File: config.mk
export PLATFORM = sky130hd
export DESIGN_NAME = reset_sync_sequencer_flat
export DESIGN_NICKNAME = d
export VERILOG_FILES = /design/src/rtl/reset_sync_sequencer_pkg.sv /design/src/rtl/reset_sync_sequencer_if.sv /design/src/rtl/reset_sync_sequencer_sync_chain.sv /design/src/rtl/reset_sync_sequencer.sv /design/src/flat_wrapper.sv
export SDC_FILE = /design/constraint.sdc
export NUM_CORES = 1
export LEC_CHECK = 0
export BUFFER_PORTS_ARGS = -buffer_cell sky130_fd_sc_hd__buf_2
export CAP_MARGIN = 0
export CORE_AREA = 4 4 41 43
export DETAILED_ROUTE_END_ITERATION = 7
export DIE_AREA = 0 0 45 47
export PLACE_DENSITY = 0.72
export REMOVE_ABC_BUFFERS = 1
export SKIP_CTS_REPAIR_TIMING = 1
export SLEW_MARGIN = 20
export SYNTH_ARGS = -nofsm -noshare
export SYNTH_HDL_FRONTEND = slang
export SYNTH_SLANG_ARGS = --single-unit
File: constraint.sdc
create_clock -name clk -period 1.6 [get_ports clk]
set_input_delay 0.08 -clock clk [delete_from_list [all_inputs] [get_ports clk]]
set_output_delay 0.08 -clock clk [all_outputs]
set_load 0.01 [all_outputs]
File: src/rtl/reset_sync_sequencer_pkg.sv
// Shared types and helpers for the reset-release sequencer.
package reset_pkg;

  typedef enum logic [1:0] {
    HOLD    = 2'd0,
    SYNC    = 2'd1,
    STRETCH = 2'd2,
    RUN     = 2'd3
  } rst_seq_state_e;

  function automatic int cnt_width(input int n);
    return $clog2(n + 1);
  endfunction

endpackage

File: src/rtl/reset_sync_sequencer_if.sv
// Software reset handshake and domain reset status of one clock domain.
interface reset_sync_sequencer_if;

  logic sw_rst_req;
  logic rst_out;
  logic rst_done;
  logic sw_rst_ack;
  logic busy;

  modport master (
    output sw_rst_req,
    input  rst_out,
    input  rst_done,
    input  sw_rst_ack,
    input  busy
  );

  modport slave (
    input  sw_rst_req,
    output rst_out,
    output rst_done,
    output sw_rst_ack,
    output busy
  );

endinterface

File: src/rtl/reset_sync_sequencer_sync_chain.sv
// Release synchronizer: a constant 1 shifts in once rst drops; async clear on rst.
module reset_sync_chain #(
  parameter int STAGES = 3
) (
  input  logic              clk,
  input  logic              rst,
  output logic [STAGES-1:0] q
);

  logic [STAGES-1:0] chain_q;
  logic [STAGES-1:0] chain_d;

  assign chain_d = {chain_q[STAGES-2:0], 1'b1};

  // Shift register, cleared asynchronously while rst is high.
  always_ff @(posedge clk or posedge rst) begin
    if (rst) begin
      chain_q <= '0;
    end else begin
      chain_q <= chain_d;
    end
  end

  assign q = chain_q;

endmodule

File: src/rtl/reset_sync_sequencer.sv
// Domain reset sequencer: async assert, synchronized and stretched release,
// plus a software reset request/acknowledge path that bypasses the synchronizer.
module reset_sync_sequencer
  import reset_pkg::*;
#(
  parameter int SYNC_STAGES    = 3,
  parameter int STRETCH_CYCLES = 16
) (
  input  logic                   clk,
  input  logic                   rst,
  reset_sync_sequencer_if.slave  bus
);

  localparam int               CNT_W      = cnt_width(STRETCH_CYCLES);
  localparam logic [CNT_W-1:0] CNT_RELOAD = CNT_W'(STRETCH_CYCLES);

  rst_seq_state_e   state_q;
  rst_seq_state_e   state_d;
  logic [CNT_W-1:0] cnt_q;
  logic [CNT_W-1:0] cnt_d;
  logic             sw_flag_q;
  logic             sw_flag_d;
  logic             rst_out_q;
  logic             rst_out_d;
  logic             rst_done_q;
  logic             rst_done_d;
  logic             sw_rst_ack_q;
  logic             sw_rst_ack_d;
  logic             busy_q;
  logic             busy_d;

  logic [SYNC_STAGES-1:0] sync_chain;
  logic                   sync_unused;

  reset_sync_chain #(
    .STAGES (SYNC_STAGES)
  ) u_sync_chain (
    .clk (clk),
    .rst (rst),
    .q   (sync_chain)
  );

  // Only the thermometer tap feeding the last stage decides the transition.
  assign sync_unused = ^sync_chain;

  // State, counter, flag and output flops, all cleared asynchronously by rst.
  always_ff @(posedge clk or posedge rst) begin
    if (rst) begin
      state_q      <= HOLD;
      cnt_q        <= CNT_RELOAD;
      sw_flag_q    <= 1'b0;
      rst_out_q    <= 1'b1;
      rst_done_q   <= 1'b0;
      sw_rst_ack_q <= 1'b0;
      busy_q       <= 1'b1;
    end else begin
      state_q      <= state_d;
      cnt_q        <= cnt_d;
      sw_flag_q    <= sw_flag_d;
      rst_out_q    <= rst_out_d;
      rst_done_q   <= rst_done_d;
      sw_rst_ack_q <= sw_rst_ack_d;
      busy_q       <= busy_d;
    end
  end

  // Next-state, stretch counter and software-reset flag.
  always_comb begin
    state_d   = state_q;
    cnt_d     = cnt_q;
    sw_flag_d = sw_flag_q;
    case (state_q)
      HOLD: begin
        state_d = SYNC;
      end
      SYNC: begin
        // The last stage loads 1 on this edge, so stretching starts here.
        if (sync_chain[SYNC_STAGES-2]) begin
          state_d = STRETCH;
          cnt_d   = CNT_RELOAD;
        end else begin
          state_d = SYNC;
        end
      end
      STRETCH: begin
        if (cnt_q <= CNT_W'(1)) begin
          state_d   = RUN;
          cnt_d     = CNT_RELOAD;
          sw_flag_d = 1'b0;
        end else begin
          cnt_d = cnt_q - CNT_W'(1);
        end
      end
      RUN: begin
        if (bus.sw_rst_req) begin
          state_d   = STRETCH;
          cnt_d     = CNT_RELOAD;
          sw_flag_d = 1'b1;
        end else begin
          state_d = RUN;
        end
      end
      default: begin
        state_d   = HOLD;
        cnt_d     = CNT_RELOAD;
        sw_flag_d = 1'b0;
      end
    endcase
  end

  // Output flop inputs, derived from the transition being taken.
  always_comb begin
    rst_out_d    = (state_d != RUN);
    busy_d       = (state_d != RUN);
    rst_done_d   = (state_q == STRETCH) && (state_d == RUN);
    sw_rst_ack_d = rst_done_d && sw_flag_q;
  end

  assign bus.rst_out    = rst_out_q;
  assign bus.rst_done   = rst_done_q;
  assign bus.sw_rst_ack = sw_rst_ack_q;
  assign bus.busy       = busy_q;

endmodule

File: src/flat_wrapper.sv
// flat-port wrapper written by rule: the top's interface ports become plain ports
module reset_sync_sequencer_flat import reset_pkg::*;
#(
  parameter int SYNC_STAGES    = 3,
  parameter int STRETCH_CYCLES = 16
)
  (clk, rst, bus_sw_rst_req, bus_rst_out, bus_rst_done, bus_sw_rst_ack, bus_busy);
  reset_sync_sequencer_if bus_i ();
  input  logic clk;
  input  logic rst;
  input wire logic [$bits(bus_i.sw_rst_req)-1:0] bus_sw_rst_req;
  output wire logic [$bits(bus_i.rst_out)-1:0] bus_rst_out;
  output wire logic [$bits(bus_i.rst_done)-1:0] bus_rst_done;
  output wire logic [$bits(bus_i.sw_rst_ack)-1:0] bus_sw_rst_ack;
  output wire logic [$bits(bus_i.busy)-1:0] bus_busy;
  assign bus_i.sw_rst_req = bus_sw_rst_req;
  assign bus_rst_out = bus_i.rst_out;
  assign bus_rst_done = bus_i.rst_done;
  assign bus_sw_rst_ack = bus_i.sw_rst_ack;
  assign bus_busy = bus_i.busy;
  reset_sync_sequencer #(.SYNC_STAGES(SYNC_STAGES), .STRETCH_CYCLES(STRETCH_CYCLES)) u_core (.clk(clk), .rst(rst), .bus(bus_i));
endmodule
==> results of run 1 <==
## cell type report
| cell class | instances | area, sq um | area share |
|---|---|---|---|
| Timing Repair Buffer | 7 | 40.0 | 0.0600 |
| Inverter | 3 | 11.3 | 0.0169 |
| Multi-Input combinational cell | 34 | 243 | 0.364 |
| Clock buffer | 4 | 26.3 | 0.0394 |
| Sequential cell | 13 | 328 | 0.492 |
| Tap cell | 15 | 18.8 | 0.0281 |
## registers in the layout, summed over array words and instances (netlist names)
register,cells
u_core.bus.rst_done,1
u_core.bus.rst_out,1
u_core.bus.sw_rst_ack,1
u_core.cnt_q,5
u_core.state_q,2
u_core.sw_flag_q,1
u_core.u_sync_chain.q,2
## where the power goes
group          total (mW)  switching, mW  internal (mW)  leakage (nW)
Clock               0.199          0.103         0.0967        0.0150
Sequential          0.549         0.0943          0.454         0.154
Combinational       0.453          0.221          0.232         0.134
Total                1.20          0.418          0.783         0.304
## worst min-delay path, cell delays in order
cell	delay (ps)
buf_2	90
a31oi_1	70
nor2_1	70
## metrics by stage
step | util | instance area (sq um)
2_1_floorplan | - | 582
3_3_place_gp | 0.485 | 631
3_5_place_dp | 0.485 | 631
4_1_cts | 0.505 | 657
5_1_grt | 0.513 | 667
6_report | 0.513 | 667
## routing by layer
| metal | up-vias | GRT usage |
|---|---|---|
| met5 | - | 0 |
| met4 | 0 | 0.0877 |
| met3 | 6 | 0.0268 |
| met2 | 9 | 0.158 |
| met1 | 183 | 0.136 |
| li1 | 202 | - |
## worst max-delay path by stage
| stage | start | slack, ps | end | cells after the start |
|---|---|---|---|---|
| 3_3_place_gp | u_core.cnt_q[2] | 190 | u_core.cnt_q[3] | 3 |
| 2_1_floorplan | u_core.cnt_q[2] | 270 | u_core.cnt_q[3] | 3 |
| 4_1_cts | u_core.cnt_q[0] | 170 | u_core.cnt_q[4] | 5 |
| 3_5_place_dp | u_core.cnt_q[0] | 200 | u_core.cnt_q[4] | 5 |
| 5_1_grt | u_core.cnt_q[0] | 110 | u_core.cnt_q[4] | 5 |
| 6_report | u_core.cnt_q[1] | 180 | u_core.cnt_q[3] | 5 |
## cell usage in the layout, fill, tap and decap left out, types with 2 or more instances in the layout
cell type / n
inv_1: 3
nor3_1: 2
and2_1: 2
nor2b_1: 3
nand2b_1: 2
clkbuf_4: 3
o211ai_1: 2
buf_2: 6
o21ai_0: 2
ha_1: 2
dfrtp_1: 11
nor2_1: 2
dfstp_2: 2
## cells by family after synthesis
| group | share of synthesized area |
|---|---|
| fa+ha+maj | 0.0425 |
| other cells | 0.00636 |
| compound gates | 0.159 |
| simple gates | 0.187 |
| buf+inv | 0.0319 |
| flops | 0.556 |
| mux | 0.0170 |
==> results.ini, run 1 <==
[clock_tree]
cts_tree = yes
htree_num_levels = 1
numCtsBuffers = 3
clkSinkCount = 13
clk_pin_slew_ps = 70
clock_path_buffers = 2
clock_latency_ps = 270
root_buffer = clkbuf_4

[synthesis]
synth.top_cell.area_share = 0.467
synth_edf_count = 0
synthCells = 51
yosysWarnings = 0
synth-seq-cells = 13
ys_top_cells_by_count = dfrtp_1, inv_1, nor2b_1
yosysUniqueCellTypes = 29
synth.most_common_cell = dfrtp_1
synth_area_sq_um = 589
ys.flop_type = dfrtp_1
ys_seq_area_frac = 0.556
syn_area_per_cell_sq_um = 11.6
synthTopCellsByArea = dfrtp_1, dfstp_2, ha_1
synth-async-reset-ratio = 1.00
yosys.area.top_type = dfrtp_1

[power]
power_mw = 1.20
power.density_nw_per_um2 = 1800
leakage_nw = 0.304
ir_drop_mv = 0.807

[global_route]
antenna_found_initial = 0
grt_first_pass_wirelength_microns = 1570
grt_max_degree = 14
grt_overflow = 0
grt_pass1_vias = 370
grt_use_total = 0.109

[hold_path]
min_from = bus_sw_rst_req
min_to = u_core.sw_flag_q
holdPathStages = 3
hp-class = primary input to flip-flop

[timing]
slew_viol_final = 0
grt_setup_unrepaired = false
finalHoldViolations = 0
whs_ps = 84.5
worst_slack_ps = 181
min_period_over_period = 0.887
setup_viol = 0
period_minus_slack_ps = 1420
timing.fmax_mhz = 705
skew_ps = 1.95
tns_ps = 0

[setup_path]
crit_buf_inv = 1
reg2reg_depth = 5
r2r-start = u_core.cnt_q[1]
max_stage_delay_ps = 420
end_kind = flip-flop
cp-start-kind = flip-flop
cp_cell_sequence = inv_1, ha_1, o21ba_2, o21a_1, a32o_1
cp_data_arrival_time_ps = 1580
rrSetupSlack_ps = 180
crit_family = compound AO/OA/AOI/OAI gates
worstSetupPathType = flip-flop to flip-flop
path_max_fanout = 4
required_ps = 1760
r2r-end = u_core.cnt_q[3]
slowest_stage = dfrtp_1

[routing]
wl_met2_microns = 386
wl_per_cell_microns = 11.8
routed.top_layer = met4
ant_nets = 0
vias = 400
viasPerCell = 5.26
remaining_drc_errors = 0
drt_wl_total_microns = 897
wl_met3_microns = 58
wl_met1_microns = 424
drt-initial-drc-count = 4
detail_route.first_pass.iterations = 4

[outcome]
status = finished clean

[floorplanning]
rows = 13
io_pins = 7
fp.dieH_microns = 47
die_w_microns = 45
die_area_sq_um = 2120
coreArea_sq_um = 1300
initial_core_util = 0.453

[cells_and_area]
areaGrowthSynthToFinish_pct = 13.2
antenna_cells = 0
stdcell_count = 76
nets = 67
fillers = 125
layout-drive-gt1-share = 0.230

[placement]
port-buffer-count = 6
dp.cells = 71
gp_congestion = 0.830
hpwl_microns = 694
preCtsSetupSlack_ps = 200

[flow_run]
cap_violations = 0

Note: power is estimated with default switching activity, not from simulation.
==> run 2: changes to the inputs <==
--- a/config.mk
+++ b/config.mk
@@ -7,10 +7,10 @@
 export LEC_CHECK = 0
 export BUFFER_PORTS_ARGS = -buffer_cell sky130_fd_sc_hd__buf_2
 export CAP_MARGIN = 0
-export CORE_AREA = 4 4 41 43
+export CORE_MARGIN = 4
+export CORE_UTILIZATION = 25
 export DETAILED_ROUTE_END_ITERATION = 7
-export DIE_AREA = 0 0 45 47
-export PLACE_DENSITY = 0.72
+export PLACE_DENSITY = 0.5
 export REMOVE_ABC_BUFFERS = 1
 export SKIP_CTS_REPAIR_TIMING = 1
 export SLEW_MARGIN = 20
==> results.ini, run 2 (synthesis gave the netlist of run 1 again) <==
[outcome]
status = finished clean

[flow_run]
cap_violations = 0  ; unchanged

[power]
power.density_nw_per_um2 = 1780  ; -1.5%
power_mw = 1.21  ; +0.94%
ir_drop_mv = 0.673  ; -17%
leakage_nw = 0.304  ; unchanged

[setup_path]
worstSetupPathType = flip-flop to flip-flop
crit_buf_inv = 1  ; unchanged
required_ps = 1760  ; about the same
slowest_stage = dfrtp_1
max_stage_delay_ps = 420  ; about the same
cp-start-kind = flip-flop
reg2reg_depth = 5  ; unchanged
path_max_fanout = 4  ; unchanged
cp_num_cells = 5  ; unchanged
rrSetupSlack_ps = 160  ; -20 ps
crit_family = compound AO/OA/AOI/OAI gates
r2r-start = u_core.cnt_q[1]
cp_data_arrival_time_ps = 1600  ; +20 ps
r2r-end = u_core.cnt_q[3]
end_kind = flip-flop
cp_cell_sequence = inv_1, ha_1, o21ba_2, o21a_1, a32o_1

[clock_tree]
clock_path_buffers = 2  ; unchanged
clock_latency_ps = 280  ; about the same
htree_num_levels = 1  ; unchanged
clk_pin_slew_ps = 80  ; about the same
cts_tree = yes
numCtsBuffers = 3  ; unchanged
clkSinkCount = 13  ; unchanged
root_buffer = clkbuf_4

[hold_path]
min_to = u_core.sw_flag_q
min_from = bus_sw_rst_req
holdPathStages = 3  ; unchanged
hp-class = primary input to flip-flop

[cells_and_area]
layout-drive-gt1-share = 0.230  ; unchanged
nets = 67  ; unchanged
mostFrequentLayoutCell = dfrtp_1
antenna_cells = 0  ; unchanged
largest_reg_flops = 5  ; unchanged
layout_common_cells = dfrtp_1, buf_2, nor2b_1, inv_1, clkbuf_4
utilization = 0.306  ; -0.207
areaGrowthSynthToFinish_pct = 15.9
fin_area_sq_um = 683  ; +2.4%
top_register = u_core.cnt_q

[placement]
port-buffer-count = 6  ; unchanged
gp_congestion = 0.776  ; -6.4%
hpwl_microns = 730  ; +5.1%
dpl_cell_area_sq_um = 647  ; +2.6%

[timing]
setup_viol = 0  ; unchanged
whs_ps = 93.2  ; +8.72 ps
worst_pin_slew_ps = 511
finalHoldViolations = 0  ; unchanged
tns_ps = 0  ; unchanged
slew_viol_final = 0  ; unchanged
min_period_over_period = 0.900  ; +0.0128
skew_ps = 8.26  ; +6.30 ps
slew_headroom = 0.659
period_minus_slack_ps = 1440  ; +20.4 ps
timing.fmax_mhz = 695  ; -1.4%
grt_setup_unrepaired = false

[routing]
drt-initial-drc-count = 6  ; +2
ant_nets = 0  ; unchanged
detail_route.first_pass.iterations = 4  ; unchanged
drt_wl_total_microns = 1020  ; +14%
vias = 405  ; +1.3%
remaining_drc_errors = 0  ; unchanged
wl_per_cell_microns = 11.5  ; -2.6%
viasPerCell = 4.55  ; -14%

[global_route]
grt_first_pass_wirelength_microns = 1890  ; +20%
grt_overflow = 0  ; unchanged
grt_pass1_vias = 424  ; +15%
antenna_found_initial = 0  ; unchanged
grt_max_degree = 14  ; unchanged
grt_use_total = 0.0763  ; -0.0322

[floorplanning]
fp.dieH_microns = 56.6  ; +20%
rows = 17  ; +4
coreArea_sq_um = 2230  ; +72%
io_pins = 7  ; unchanged
initial_core_util = 0.264  ; -0.189
die_w_microns = 56.6  ; +26%
die_area_sq_um = 3200  ; +51%

[run 2: worst max-delay path by stage]
stage | slack, ps | from | end
2_1_floorplan | 270 | u_core.cnt_q[2] | u_core.cnt_q[3]
4_1_cts | 150 | u_core.cnt_q[1] | u_core.cnt_q[3]
6_report | 160 | u_core.cnt_q[1] | u_core.cnt_q[3]
3_5_place_dp | 180 | u_core.cnt_q[1] | u_core.cnt_q[3]
3_3_place_gp | 170 | u_core.cnt_q[1] | u_core.cnt_q[3]
5_1_grt | 30 | u_core.cnt_q[0] | u_core.cnt_q[4]
[run 2: power breakdown]
part	total, mW	switching (mW)	internal (mW)
clock	0.201	0.104	0.0966
combinational	0.462	0.228	0.233
sequential	0.550	0.0959	0.454
total	1.21	0.428	0.784
[run 2: layer usage]
layer / vias to the layer above / share of wire / global-route usage
met2: 8 / 0.43 / 0.114
met5: - / 0 / 0
li1: 203 / - / -
met3: 0 / 0.064 / 0.0437
met4: 0 / 0 / 0.0203
met1: 194 / 0.50 / 0.0936
[run 2: layout make-up]
class | instances | area, sq um
timing repair buffer | 7 | 40.0
multi-input combinational | 34 | 243
sequential | 13 | 328
fill | 242 | 1550
tap | 28 | 35.0
inverter | 3 | 11.3
clock buffer | 4 | 26.3
[run 2: worst register-to-register path: stages (launching register included)]
cell and delay, ps:
dfrtp_1 420, inv_1 110, ha_1 140, o21ba_2 180
o21a_1 230, a32o_1 250
[run 2: through the flow]
| step | cells | setup WS [ps] |
|---|---|---|
| after global routing | 89 | 34.0 |
| after detailed placement | 84 | 176 |
| after CTS | 88 | 153 |
| final | 89 | 161 |
| after global placement | 84 | 173 |
| after floorplan | 50 | 267 |
==> run 3: changes to the inputs <==
--- a/config.mk
+++ b/config.mk
@@ -5,6 +5,7 @@
 export SDC_FILE = /design/constraint.sdc
 export NUM_CORES = 1
 export LEC_CHECK = 0
+export ABC_AREA = 1
 export BUFFER_PORTS_ARGS = -buffer_cell sky130_fd_sc_hd__buf_2
 export CAP_MARGIN = 0
 export CORE_MARGIN = 4
==> results.ini, run 3 <==
[setup_path]
max_stage_delay_ps = 410  ; about the same
crit_family = flip-flops
cp_cell_sequence = inv_1, ha_1, inv_1, o21ai_1, nand2_2, nand2_2, nand2_1, nand3_1
rrSetupSlack_ps = 420  ; +260 ps
slowest_stage = dfrtp_1
end_kind = flip-flop
worstSetupPathType = flip-flop to flip-flop
path_max_fanout = 4  ; unchanged
crit_buf_inv = 2  ; +1
required_ps = 1810  ; +50 ps
cp_data_arrival_time_ps = 1390  ; -210 ps
cp-start-kind = flip-flop

[cells_and_area]
areaGrowthSynthToFinish_pct = 15.7
largest_reg_flops = 5  ; unchanged
layout_common_cells = nand2_1, dfrtp_1, inv_1
top_register = u_core.cnt_q
layout-drive-gt1-share = 0.320  ; +0.0905
seq_area_sq_um = 328  ; unchanged
multi_input_area_sq_um = 216  ; -11%
antenna_cells = 0  ; unchanged
fillers = 251  ; +3.7%
nets = 81  ; +21%
utilization = 0.309  ; +0.00336

[floorplanning]
initial_core_util = 0.267  ; +0.00336
coreArea_sq_um = 2230  ; unchanged
fp.dieH_microns = 56.9  ; +0.55%
rows = 17  ; unchanged
die_w_microns = 56.9  ; +0.55%
die_area_sq_um = 3230  ; +1.1%
io_pins = 7  ; unchanged

[power]
ir_drop_mv = 0.769  ; +14%
power_frac_comb = 0.406  ; +0.025
p_sw_mw = 0.500  ; +17%
seqPwrFrac = 0.443  ; -0.011
clkPwrFrac = 0.151  ; -0.015
switching_share = 0.397  ; +0.0440
power.density_nw_per_um2 = 1820  ; +2.8%
leakage_nw = 0.356  ; +17%
p_int_mw = 0.760  ; -3.2%

[global_route]
use_met2 = 0.104  ; -0.00990
met1_usage = 0.0758  ; -0.0178
grt_max_degree = 14  ; unchanged
grt_overflow = 0  ; unchanged
grt_use_total = 0.0673  ; -0.00903
grt_first_pass_wirelength_microns = 1660  ; -12%
grt_busiest_layer = met2
use_met3 = 0.0437  ; unchanged
grt_pass1_vias = 407  ; -4.0%
antenna_found_initial = 0  ; unchanged

[synthesis]
ys.flop_type = dfrtp_1
synth_xor_area_frac = 0.0147  ; +0.0147
synthCells = 65  ; +27%
yosysUniqueCellTypes = 17  ; -41%
yosysWarnings = 0  ; unchanged
synth-async-reset-ratio = 1.00  ; unchanged
synth-seq-cells = 13  ; unchanged
ys_top_cells_by_count = dfrtp_1, nand2_1, inv_1, nand3_1
synthAdderAreaFrac = 0.0419  ; -0.000534
ys_seq_area_frac = 0.549  ; -0.00700
synthTopCellsByArea = dfrtp_1, dfstp_2, nand2_1
syn_area_per_cell_sq_um = 9.18  ; -21%
synthMuxAreaShare = 0  ; -0.0170
synth_compound_area_frac = 0.0419  ; -0.117
yosys.area.top_type = dfrtp_1
synth_top_family_by_area = simple AND/OR/NAND/NOR gates
synth.top_cell.area_share = 0.461  ; -0.00588
yosys.area_share.simple = 0.258  ; +0.0710
synth_edf_count = 0  ; unchanged
synth_area_sq_um = 597  ; +1.3%

[routing]
ant_nets = 0  ; unchanged
vias = 422  ; +4.2%
viasPerCell = 4.10  ; -10%
drt-initial-drc-count = 8  ; +2
drt_wl_total_microns = 900  ; -12%
wl_per_cell_microns = 8.74  ; -24%
detail_route.first_pass.iterations = 2  ; -2
remaining_drc_errors = 0  ; unchanged

[timing]
timing.fmax_mhz = 849  ; +22%
finalHoldViolations = 0  ; unchanged
period_minus_slack_ps = 1180  ; -261 ps
min_period_over_period = 0.737  ; -0.163
setup_viol = 0  ; unchanged
grt_setup_unrepaired = false
tns_ps = 0  ; unchanged
skew_ps = 1.02  ; -7.23 ps
slew_viol_final = 0  ; unchanged

[placement]
gp_congestion = 0.720  ; -7.3%
port-buffer-count = 6  ; unchanged
hpwl_microns = 733  ; +0.47%

[clock_tree]
root_buffer = clkbuf_4
clock_path_buffers = 2  ; unchanged
htree_num_levels = 1  ; unchanged
clkSinkCount = 13  ; unchanged
cts_tree = yes
clk_pin_slew_ps = 70  ; about the same
numCtsBuffers = 3  ; unchanged
clock_latency_ps = 270  ; about the same

[hold_path]
hp-class = primary input to flip-flop

[flow_run]
cap_violations = 0  ; unchanged

[outcome]
status = finished clean

==> run 3: cell types whose count changed in the layout (fill, tap and decap cells not counted), sizes merged, moves of 3 or more <==
cell	previous run	this run
nand2	0	16
inv	3	12
nand3	0	7
nor2	2	5
nor2b	3	0
nor3	3	0
o21ai	2	5
==> run 3: logic make-up after synthesis <==
group                      after synthesis
DFF                                     13
other                                    1
and+or+nand+nor                         30
adders and majority gates                2
AOI/OAI and AO/OA                        5
buffers and inverters                   13
xor gates and xnor gates                 1
==> run 3: final timing paths <==
kind | startpoint | to | cells past startpoint
max | u_core.cnt_q[1] | u_core.cnt_q[4] | 8
min | bus_sw_rst_req | u_core.sw_flag_q | 3
max reg2reg | u_core.cnt_q[1] | u_core.cnt_q[4] | 8
min reg2reg | u_core.u_sync_chain.q[0] | u_core.u_sync_chain.q[1] | 0
max in group asynchronous | rst | u_core.bus.rst_out | 3
min in group asynchronous | rst | u_core.cnt_q[0] | 3
==> run 3: power groups by stage <==
stage / combinational, mW / sequential (mW) / clock [mW]
6_report: 0.511 / 0.558 / 0.191
3_3_place_gp: 0.526 / 0.562 / 0
2_1_floorplan: 0.400 / 0.564 / 0
4_1_cts: 0.527 / 0.558 / 0.202
5_1_grt: 0.608 / 0.577 / 0.220
3_5_place_dp: 0.525 / 0.564 / 0
==> run 3: cell type report <==
type / count / area share
Timing Repair Buffer: 7 / 0.0580
Tap cell: 28 / 0.0507
Multi-Input combinational cell: 39 / 0.313
Inverter: 12 / 0.0652
Sequential cell: 13 / 0.475
Clock buffer: 4 / 0.0380
==> run 3: worst reg2reg max path, stage by stage (launching register included) <==
cell,delay [ps]
dfrtp_1,410
inv_1,90
ha_1,130
inv_1,30
o21ai_1,130
nand2_2,110
nand2_2,90
nand2_1,50
nand3_1,70
==> run 3: through the flow <==
step / worst slack, ps / total power, mW / hold WS, ps / instances / area, sq um
after global routing: 288 / 1.40 / 102 / 103 / 691
after global placement: 406 / 1.09 / 121 / 98 / 654
after detailed placement: 422 / 1.09 / 118 / 98 / 654
final: 422 / 1.26 / 78.7 / 103 / 691
after floorplan: 503 / 0.964 / -44.5 / 64 / 589
after CTS: 399 / 1.29 / -179 / 102 / 681
==> run 3: layer usage <==
layer	routed length, microns	part of all wire
met1	409	0.45
met2	399	0.44
met3	74	0.082
met4	17	0.019
met5	0	0
